==> src/rtl/alu_sequencer_pkg.sv <==
// alu_sequencer_pkg: shared state, ALU field constants and idle instruction
package alu_sequencer_pkg;

    typedef enum logic [2:0] {
        IDLE    = 3'd0,
        SETTLE  = 3'd1,
        CAPTURE = 3'd2,
        WB_LO   = 3'd3,
        WB_HI   = 3'd4
    } state_t;

    localparam logic [2:0] GRP_LOGIC = 3'd0;
    localparam logic [2:0] GRP_ARITH = 3'd1;
    localparam logic [2:0] GRP_SHIFT = 3'd2;

    localparam logic [2:0] OP_DIV = 3'd1;
    localparam logic [2:0] OP_MUL = 3'd2;
    localparam logic [2:0] OP_SUB = 3'd3;
    localparam logic [2:0] OP_ADD = 3'd4;

    localparam logic [7:0] NOP_INSTR = 8'h38;

    function automatic logic updates_carry(input logic [7:0] instr);
        return instr[5:3] == GRP_ARITH && (instr[2:0] == OP_SUB || instr[2:0] == OP_ADD);
    endfunction

endpackage

==> src/rtl/alu_sequencer_settle_counter.sv <==
// alu_settle_counter: 4-bit load/decrement counter with a zero flag
module alu_settle_counter (
    input  logic       clk,
    input  logic       rst,
    input  logic       load,
    input  logic       dec,
    input  logic [3:0] load_val,
    output logic       zero
);

    logic [3:0] cnt;

    // load has priority over decrement
    always_ff @(posedge clk or negedge rst) begin
        if (!rst) cnt <= 4'd0;
        else if (load) cnt <= load_val;
        else if (dec) cnt <= cnt - 4'd1;
    end

    assign zero = cnt == 4'd0;

endmodule

==> src/rtl/alu_sequencer.sv <==
// alu_sequencer: issues one ALU request, waits for settle, captures and writes back one or two beats
module alu_sequencer
    import alu_sequencer_pkg::*;
#(
    parameter int SETTLE_CYCLES = 1,
    parameter int REG_ADDR_W    = 4
) (
    input  logic                  clk,
    input  logic                  rst,
    input  logic                  req_valid,
    output logic                  req_ready,
    input  logic [7:0]            req_instr,
    input  logic [7:0]            req_a,
    input  logic [7:0]            req_b,
    input  logic [REG_ADDR_W-1:0] req_dst,
    output logic [7:0]            alu_instr,
    output logic [7:0]            alu_a,
    output logic [7:0]            alu_b,
    input  logic [7:0]            alu_c,
    input  logic [7:0]            alu_d,
    input  logic                  alu_d_out_en,
    input  logic                  alu_cf,
    output logic                  wb_valid,
    input  logic                  wb_ready,
    output logic [REG_ADDR_W-1:0] wb_addr,
    output logic [7:0]            wb_data,
    output logic                  flag_cf,
    output logic                  busy
);

    localparam logic [3:0] SETTLE_LOAD = 4'(SETTLE_CYCLES - 1);

    state_t                state, state_n;
    logic                  rdy_q;
    logic                  accept;
    logic                  cnt_zero;
    logic [REG_ADDR_W-1:0] dst_q;
    logic [7:0]            d_q;
    logic                  hi_q;

    assign accept    = rdy_q && req_valid;
    assign req_ready = rdy_q;
    assign busy      = state != IDLE;

    alu_settle_counter u_cnt (
        .clk      (clk),
        .rst      (rst),
        .load     (accept),
        .dec      (state == SETTLE && !cnt_zero),
        .load_val (SETTLE_LOAD),
        .zero     (cnt_zero)
    );

    // state register
    always_ff @(posedge clk or negedge rst) begin
        if (!rst) state <= IDLE;
        else state <= state_n;
    end

    // next-state logic
    always_comb begin
        state_n = state;
        case (state)
            IDLE:    state_n = accept ? SETTLE : IDLE;
            SETTLE:  state_n = cnt_zero ? CAPTURE : SETTLE;
            CAPTURE: state_n = WB_LO;
            WB_LO:   state_n = wb_ready ? (hi_q ? WB_HI : IDLE) : WB_LO;
            WB_HI:   state_n = wb_ready ? IDLE : WB_HI;
            default: state_n = IDLE;
        endcase
    end

    // issue, capture and write-back registers; ready only after a full idle cycle
    always_ff @(posedge clk or negedge rst) begin
        if (!rst) begin
            rdy_q     <= 1'b0;
            alu_instr <= NOP_INSTR;
            alu_a     <= 8'h00;
            alu_b     <= 8'h00;
            dst_q     <= '0;
            d_q       <= 8'h00;
            hi_q      <= 1'b0;
            flag_cf   <= 1'b0;
            wb_valid  <= 1'b0;
            wb_addr   <= '0;
            wb_data   <= 8'h00;
        end else begin
            rdy_q <= state == IDLE && state_n == IDLE;
            if (accept) begin
                alu_instr <= req_instr;
                alu_a     <= req_a;
                alu_b     <= req_b;
                dst_q     <= req_dst;
            end
            if (state == CAPTURE) begin
                alu_instr <= NOP_INSTR;
                d_q       <= alu_d;
                hi_q      <= alu_d_out_en;
                flag_cf   <= updates_carry(alu_instr) ? alu_cf : flag_cf;
                wb_valid  <= 1'b1;
                wb_addr   <= dst_q;
                wb_data   <= alu_c;
            end
            if (state == WB_LO && wb_ready) begin
                wb_valid <= hi_q;
                wb_addr  <= dst_q + 1'b1;
                wb_data  <= d_q;
            end
            if (state == WB_HI && wb_ready) wb_valid <= 1'b0;
        end
    end

endmodule

==> config.mk <==
export PLATFORM = sky130hd
export DESIGN_NAME = alu_sequencer
export DESIGN_NICKNAME = d
export VERILOG_FILES = /design/src/rtl/alu_sequencer_pkg.sv /design/src/rtl/alu_sequencer_settle_counter.sv /design/src/rtl/alu_sequencer.sv
export SDC_FILE = /design/constraint.sdc
export NUM_CORES = 1
export LEC_CHECK = 0
export ABC_AREA = 1
export BUFFER_PORTS_ARGS = -buffer_cell sky130_fd_sc_hd__buf_2
export CAP_MARGIN = 20
export CORE_ASPECT_RATIO = 0.7
export CORE_MARGIN = 2
export CORE_UTILIZATION = 54
export CTS_CLUSTER_DIAMETER = 60
export DETAILED_ROUTE_END_ITERATION = 8
export PLACE_DENSITY = 0.85
export SYNTH_ARGS = -nofsm -noshare
export SYNTH_HDL_FRONTEND = slang
export SYNTH_SLANG_ARGS = --single-unit
==> constraint.sdc <==
create_clock -name clk -period 2.1 [get_ports clk]
set_clock_uncertainty 0.1 [all_clocks]
set_input_delay 0.315 -clock clk [delete_from_list [all_inputs] [get_ports clk]]
set_output_delay 0.315 -clock clk [all_outputs]
set_load 0.05 [all_outputs]
### Word-level counts from Yosys, hierarchy flattened

Cells that the tools add are included.

| storage, ports and cells | value |
|---|---|
| output and inout bits | 40 |
| logic and storage cells | 56 |
| register bits | 59 |
| bits of input ports | 50 |

| cells by class | value |
|---|---|
| reduce and logical (&&, ||, !) cells | 17 |
| equality and inequality tests | 7 |
| mux-type cells | 17 |
| $add $sub $neg | 2 |

Operators by type and width:

| kind | count |
|---|---|
| $mux 8 | 4 |
| $mux 4 | 4 |
| $pmux 3 s5 | 1 |
| $eq 3x2->1 const B | 3 |
| $mux 3 | 3 |
| $eq 3x1->1 const B | 2 |
| $eq 3x3->1 const B | 2 |
| $logic_and 1x1->1 | 6 |
| $logic_not 3->1 | 2 |
| $reduce_bool 2->1 | 3 |
| $reduce_bool 3->1 | 2 |
| $add 4x1->4 const B | 1 |
| $logic_not 4->1 | 1 |
| $mux 1 | 4 |
| $sub 4x1->4 const B | 1 |
| $mux 2 | 1 |
| $reduce_and 2->1 | 1 |
| $logic_not 1->1 | 1 |
| $logic_or 1x1->1 | 1 |

### Logic depth before layout (Yosys ltp)

Gate-level depths: netlist (run 1).

| depth | value |
|---|---|
| depth in word-level cells | 5 |
| depth in mapped cells | 7 |
| mapped depth without buffers | 7 |

### Hierarchy

From an unflattened synthesis (run 1), not the netlist that was laid out.

| unflattened totals | value |
|---|---|
| cells, all modules | 309 |
| area, all modules | 2596.2 µm² |

Modules (own cells, without submodules):

| module | times used | seq. area each (µm²) | cells each | area each (µm²) |
|---|---|---|---|---|
| alu_sequencer | 1 | 1380.1 | 276 | 2359.8 |
| alu_settle_counter | 1 | 100.1 | 33 | 236.5 |

### Worst setup path after synthesis (run 1)

No wires, ideal clock.

| timing | value |
|---|---|
| path kind | flip-flop to flip-flop |
| start | reg rdy_q (netlist: req_ready) |
| end | reg rdy_q (netlist: req_ready) |
| setup time | 0.139 ns |
| arrival | 1.226 ns |
| setup slack | 0.635 ns |
| stages on the path, launching flop included | 7 |
| cells stage by stage | dfrtp_1 -> nand2_2 -> inv_1 -> buf_2 -> nand2_1 -> nand3_2 -> nor2_1 |

| on the way | value |
|---|---|
| longest elaborated chain between the ends | 5 |

RTL lines:

| element | line | source |
|---|---|---|
| start: declaration | alu_sequencer.sv:34 | `logic rdy_q;` |
| start signal: assignment | alu_sequencer.sv:76 | `rdy_q <= 1'b0;` |
| start signal: assignment | alu_sequencer.sv:88 | `rdy_q <= state == IDLE && state_n == IDLE;` |
| $logic_and 1x1->1 | alu_sequencer.sv:41 | `assign accept = rdy_q && req_valid;` |
| $mux 1 | alu_sequencer.sv:64 | `IDLE: state_n = accept ? SETTLE : IDLE;` |
| $pmux 3 s5 | alu_sequencer.sv:63 | `case (state)` |
| named net state_n[0] | alu_sequencer.sv:33 | `state_t state, state_n;` |
| $logic_not 3->1 | alu_sequencer.sv:88 |  |
| $logic_and 1x1->1 | alu_sequencer.sv:88 |  |

The timed path passes the listed nets, and every way through them passes these cells.
A chain may end at the register's enable or synchronous reset.

### Worst setup path after layout (run 1)

| timing | value |
|---|---|
| start | reg state[0] |
| end | out busy |

| on the way | value |
|---|---|
| longest elaborated chain between the ends | 1 |

RTL lines:

| element | line | source |
|---|---|---|
| start: declaration | alu_sequencer.sv:33 |  |
| start signal: assignment | alu_sequencer.sv:57 | `else state <= state_n;` |
| $reduce_bool 3->1 | alu_sequencer.sv:43 | `assign busy = state != IDLE;` |
| end: declaration | alu_sequencer.sv:28 | `output logic busy` |

No other way between the ends.

==> run_results.csv, run 1 <==
group,metric,value,unit
status,status,"completed",
route,drt.antenna.violating_nets,0,
route,drt_iter0_drc,141,
die,die_h,62.75,um
clocking,cts_hold_buf,1,
power_and_ir_drop,p_comb_share,48.9,%
route,routedWlPerCell,12.70,um
yosys,mappedNetlistNets,364,
final_layout,final_nets,458,
die,io_pins,90,
die,rows,21,
setup_path,cp_cell_sequence,"inv_2 -> nand2_1 -> nor2_1 -> inv_1 -> buf_2",
placement,portBuffers,89,
setup_path,critPathMaxFanout,12,
sta,setup_violations,0,
min_path,holdCritPathClass,"input pin to flip-flop",
yosys,yosysSeqAreaShare,55.59,%
route,wl,6081,um
sta,finalHoldViolCount,0,
placement,hpwlAfterDp,4356,um
clocking,cts_tree,"yes",
power_and_ir_drop,sw_frac_of_total,49.29,%
final_layout,fill_cells,381,
setup_path,cp-end-kind,"primary output",
sta,worst_slew_pin_slew,0.6246,ns
clocking,htreeDepth,3,
yosys,syn_area_per_cell,8.561,um^2
route,drc_errors,0,
setup_path,cp_slowest_cell,"dfrtp_1",
run,cap_violations,0,
sta,drv_slew,0,
placement,dp.cells,462,
global_route,grt_pass1_wl,10010,um
final_layout,multiInputGateArea,980.9,um^2
power_and_ir_drop,seq_power_share,32.8,%
sta,rsz0062_at_grt,"false",
yosys,synth_top_cell_by_area,"dfrtp_1",
sta,setup_tns,0,ns
yosys,ys_top_cells_by_area,"dfrtp_1, nand2_1, nand3_1",
sta,max_clock_freq,514.3,MHz
global_route,antenna_found_initial,0,
die,die_w,87.93,um
die,placeableCoreArea,4756,um^2
power_and_ir_drop,internal_power,0.002953,W
power_and_ir_drop,p_leak,1.904,nW
global_route,grt-ovfl-total,0,
power_and_ir_drop,clkPwrFrac,18.3,%
clocking,cts_sinks,59,
die,die_area,5517,um^2
clocking,cts_resized,0,
final_layout,n_antenna_cell,0,
setup_path,slowest_delay,0.42,ns
global_route,grt_max_degree,33,
clocking,numCtsBuffers,9,
global_route,grt_use_total,23.77,%
yosys,syn-instance-count,311,
clocking,max-clock-path-buffers,2,
final_layout,drive_above_1_share,31.46,%
setup_path,crit_arrival,1.53,ns
placement,gp_congestion,0.8271,
final_layout,seq_area,1480,um^2
final_layout,syn2layout_area_growth,26.88,%
power_and_ir_drop,p_sw,0.002870,W
yosys,synth.cell_area,2663,um^2
setup_path,cp.required,1.68,ns
yosys,ys_ff_latch,59,
die,initial_core_util,55.99,%
route,vias,2356,
yosys,synth_top_area_share,52.63,%
sta,max_slew_margin,58.32,%
power_and_ir_drop,peakVddDrop,0.9909,mV
clocking,path_clk_slew,0.06,ns
setup_path,worst_setup_path_start_kind,"flip-flop",
global_route,grt_pass1_vias,2187,
route,vias_per_cell,4.919,
final_layout,instances_no_fill,479,
clocking,insertion_delay,0.34,ns
setup_path,crit_type,"flip-flop to primary output",
clocking,cts_setup_buffers,0,
sta,fin_crit_sh,92.58,%
yosys,synth-warning-count,0,
sta,min_period,1.944,ns
power_and_ir_drop,p_per_area,1724,nW/um^2
route,drt_pass1_iterations,4,
clocking,clockRootBuffer,"clkbuf_8",
yosys,ys_types,25,
-- final timing paths --
check / startpoint / slack [ns] / cells after the start / end
setup / recovery: state[0] / 0.16 / 5 / busy
setup reg to reg: state[0] / 0.47 / 6 / wb_addr[3]
max in group asynchronous: rst / 0.83 / 3 / alu_instr[5]
hold / removal: req_a[0] / 0.07 / 3 / alu_a[0]
min in group asynchronous: rst / 0.42 / 2 / wb_data[0]
hold reg to reg: alu_a[6] / 0.37 / 2 / alu_a[6]
-- registers in the layout, summed over array words and instances, names as in the netlist, 3 cells and up --
| signal | cells |
|---|---|
| alu_b | 8 |
| wb_data | 8 |
| d_q | 8 |
| alu_instr | 8 |
| dst_q | 4 |
| alu_a | 8 |
| u_cnt.cnt | 4 |
| wb_addr | 4 |
| state | 3 |
-- Yosys cell counts, drive strengths merged --
master / number
nand2: 125
dfrtp: 56
nand3: 45
inv: 28
o21ai: 15
nor2: 14
buf: 11
o211ai: 5
dfstp: 3
ha: 3
clkbuf: 2
and2: 1
nand4: 1
o22ai: 1
xor2: 1
-- placed cells by master, fill, tap and decap left out, drive strengths merged --
cell,n
buf,95
o211ai,5
dlygate4sd3,1
clkbuf,12
nand2,125
bufinv,1
clkinv,2
inv,28
o22ai,1
nand4,1
o21ai,15
clkinvlp,1
dfstp,3
and2,1
ha,3
nor2,14
nand3,45
dfrtp,56
xor2,1
-- stage by stage --
step	hold WS [ns]	setup WS (ns)	area, um^2	utilization, %	total power, W
floorplan	-0.08059	0.6355	2663	-	0.004142
global route	0.06519	0.06165	3378	71.03	0.006191
finish	0.07146	0.1558	3378	71.03	0.005823
CTS	0.05890	0.1351	3378	71.03	0.005862
global placement	0.2569	0.5670	3156	66.35	0.004673
detailed placement	0.2587	0.5048	3156	66.35	0.004758
-- power groups by stage --
stage	clock, W	sequential (W)	combinational, W
final	0.00107	0.00191	0.00285
after global placement	0	0.00190	0.00278
after floorplan	0	0.00300	0.00114
after CTS	0.00109	0.00191	0.00287
after global routing	0.00115	0.00196	0.00308
after detailed placement	0	0.00191	0.00285
-- critical path: cells and delay by family (launching register included) --
family / cells / cell delay (ns)
simple gates: 2 / 0.27
flops: 1 / 0.42
buf+inv: 3 / 0.50
-- per-layer routing --
metal	vias to the layer above	track usage, %	routed length (um)
met5	-	0	0
met4	0	4.615	38
met3	8	9.247	504
met2	93	37.41	2809
met1	1088	31.60	2728
li1	1167	-	-
-- kinds of logic (layout without fill, tap and decap cells) --
group           Yosys count  after routing  share of synthesized area [%]
flops                    59             59                          55.59
fa+ha+maj                 3              3                          1.410
xor+xnor                  1              1                         0.3290
compound gates           21             21                          4.606
buf+inv                  41            140                          7.566
simple gates            186            186                          30.50
-- layout make-up --
| cell class | count | area share [%] |
|---|---|---|
| Tap cell | 69 | 2.556 |
| Clock buffer | 12 | 4.889 |
| Sequential cell | 59 | 43.81 |
| Inverter | 28 | 3.111 |
| Multi-Input combinational cell | 211 | 29.04 |
| Clock inverter | 4 | 1.407 |
| Timing Repair Buffer | 96 | 15.19 |
(Power assumes the default switching activity.)
==> inputs of run 2 (changes only) <==
Settings changed: CORE_UTILIZATION 54 to 56, CTS_BUF_LIST set to sky130_fd_sc_hd__clkbuf_4, PLACE_DENSITY 0.85 to 0.88.
==> run 2 against run 1 <==
  * Worst hold slack worse by 0.037 ns
  * Final cell count is 0.42% higher
  * Flip-flop and latch count stayed put
  * Maximum frequency is 0.56% higher
  * Wire length is 7.5% higher
  * Final area is 1.8% higher
  * Setup slack better by 0.011 ns
  * Clock power is 28% lower
  * Highest routed layer unchanged
==> run_results.csv, run 2 (synthesis results as in run 1) <==
group,metric,value,unit
global_route,grt_use_total,26.64,%
global_route,antenna_found_initial,0,
route,wl,6537,um
global_route,grt_pass1_vias,2395,
sta,min_period,1.933,ns
setup_path,worst_setup_path_start_kind,"flip-flop",
die,rows,20,
setup_path,crit_type,"flip-flop to primary output",
final_layout,drive_above_1_share,29.34,%
sta,max_clock_freq,517.2,MHz
min_path,min_path_cells,3,
run,cap_violations,0,
die,initial_core_util,59.78,%
route,drc_errors,0,
setup_path,critPathMaxFanout,14,
die,io_pins,90,
clocking,cts_sinks,59,
clocking,insertion_delay,0.40,ns
placement,gp_congestion,0.7873,
route,drt-met1-wl,2730,um
sta,setup_ws,0.1665,ns
route,vias,2492,
die,placeableCoreArea,4454,um^2
sta,setup_tns,0,ns
status,status,"completed",
clocking,cts_tree,"yes",
final_layout,fill_cells,316,
clocking,htreeDepth,3,
power_and_ir_drop,p_leak,1.934,nW
setup_path,crit_arrival,1.52,ns
route,drt_iter0_drc,143,
sta,rsz0062_at_grt,"false",
route,vias_per_cell,5.181,
sta,max_slew_margin,67.12,%
setup_path,cp-end-kind,"primary output",
setup_path,reg2regPathDepth,6,
global_route,grt_pass1_wl,10430,um
clocking,path_clk_slew,0.09,ns
final_layout,n_antenna_cell,0,
power_and_ir_drop,p_per_area,1618,nW/um^2
placement,post-place-ws,0.5325,ns
sta,setup_violations,0,
clocking,cts_setup_buffers,0,
sta,worst_slew_pin_slew,0.4931,ns
die,die_w,86.42,um
final_layout,final_nets,474,
final_layout,syn2layout_area_growth,29.14,%
global_route,grt_max_degree,60,
final_layout,final_common_cell,"nand2_1",
clocking,max-clock-path-buffers,2,
route,routedWlPerCell,13.59,um
clocking,clockRootBuffer,"clkbuf_4",
route,drt.antenna.violating_nets,0,
placement,portBuffers,89,
route,top_layer,"met4",
setup_path,cp.required,1.68,ns
route,drt_pass1_iterations,4,
die,die_area,5331,um^2
power_and_ir_drop,peakVddDrop,1.105,mV
sta,fin_crit_sh,92.07,%
clocking,numCtsBuffers,9,
route,wl_met3,672,um
route,wl_met2,3065,um
global_route,grt-ovfl-total,0,
die,die_h,61.69,um
min_path,holdCritPathClass,"input pin to flip-flop",
sta,drv_slew,0,
placement,hpwlAfterDp,4222,um
sta,finalHoldViolCount,0,
final_layout,layout_common_cells,"nand2_1, buf_2, dfrtp_1",
## run 2: report_power, final
| group | switching, W | leakage [nW] | total (W) | internal [W] |
|---|---|---|---|---|
| registers | 0.000290 | 0.730 | 0.00191 | 0.00162 |
| clock network | 0.000393 | 0.0710 | 0.000768 | 0.000375 |
| logic | 0.00217 | 1.13 | 0.00289 | 0.000715 |
| total | 0.00285 | 1.93 | 0.00556 | 0.00271 |
## run 2: layer usage
metal	up-vias	track usage, %
li1	1200	-
met1	1172	30.65
met2	114	44.73
met3	6	12.55
met4	0	10.04
met5	-	0
## run 2: repair_timing
| action | 4_1_cts | 5_1_grt |
|---|---|---|
| gates resized for setup | 0 | 1 |
| hold buffers | 12 | 5 |
| hold endpoints to repair | 67 | 5 |
| endpoints found under the setup margin | 0 | 1 |
## run 2: worst max-delay path, cell delays in order, from the launching register on
cell and delay (ns):
dfrtp_1 0.45, inv_4 0.17, nand2_1 0.10, nor2_1 0.14
inv_1 0.07, buf_2 0.21
## run 2: per-stage QoR
step | total power, W | std cells | hold slack, ns | area, um^2 | util, %
floorplan | 0.004142 | 311 | -0.08059 | 2663 | -
global placement | 0.004665 | 448 | 0.2384 | 3138 | 70.45
detailed placement | 0.004748 | 448 | 0.2395 | 3138 | 70.45
CTS | 0.005541 | 476 | 0.003504 | 3386 | 76.01
global route | 0.005954 | 481 | 0.001316 | 3438 | 77.19
finish | 0.005565 | 481 | 0.03398 | 3438 | 77.19
## run 2: path summary, 6_finish.rpt
| kind | slack [ns] | start | end |
|---|---|---|---|
| worst min register to register | 0.38 | d_q[1] | d_q[1] |
| worst max register to register | 0.56 | state[2] | alu_instr[7] |
| min in group asynchronous | 0.34 | rst | wb_data[0] |
| worst min-delay path | 0.03 | req_b[0] | alu_b[0] |
| max in group asynchronous | 1.24 | rst | alu_instr[3] |
| worst max-delay path | 0.17 | state[0] | busy |
## run 2: cell type report
| cell class | instances | area, um^2 | area share [%] |
|---|---|---|---|
| Timing Repair Buffer | 112 | 673.1 | 19.58 |
| Tap cell | 55 | 68.82 | 2.001 |
| Inverter | 28 | 107.6 | 3.130 |
| Clock buffer | 11 | 82.58 | 2.402 |
| Multi-Input combinational cell | 211 | 980.9 | 28.53 |
| Clock inverter | 5 | 45.04 | 1.310 |
| Sequential cell | 59 | 1480 | 43.05 |
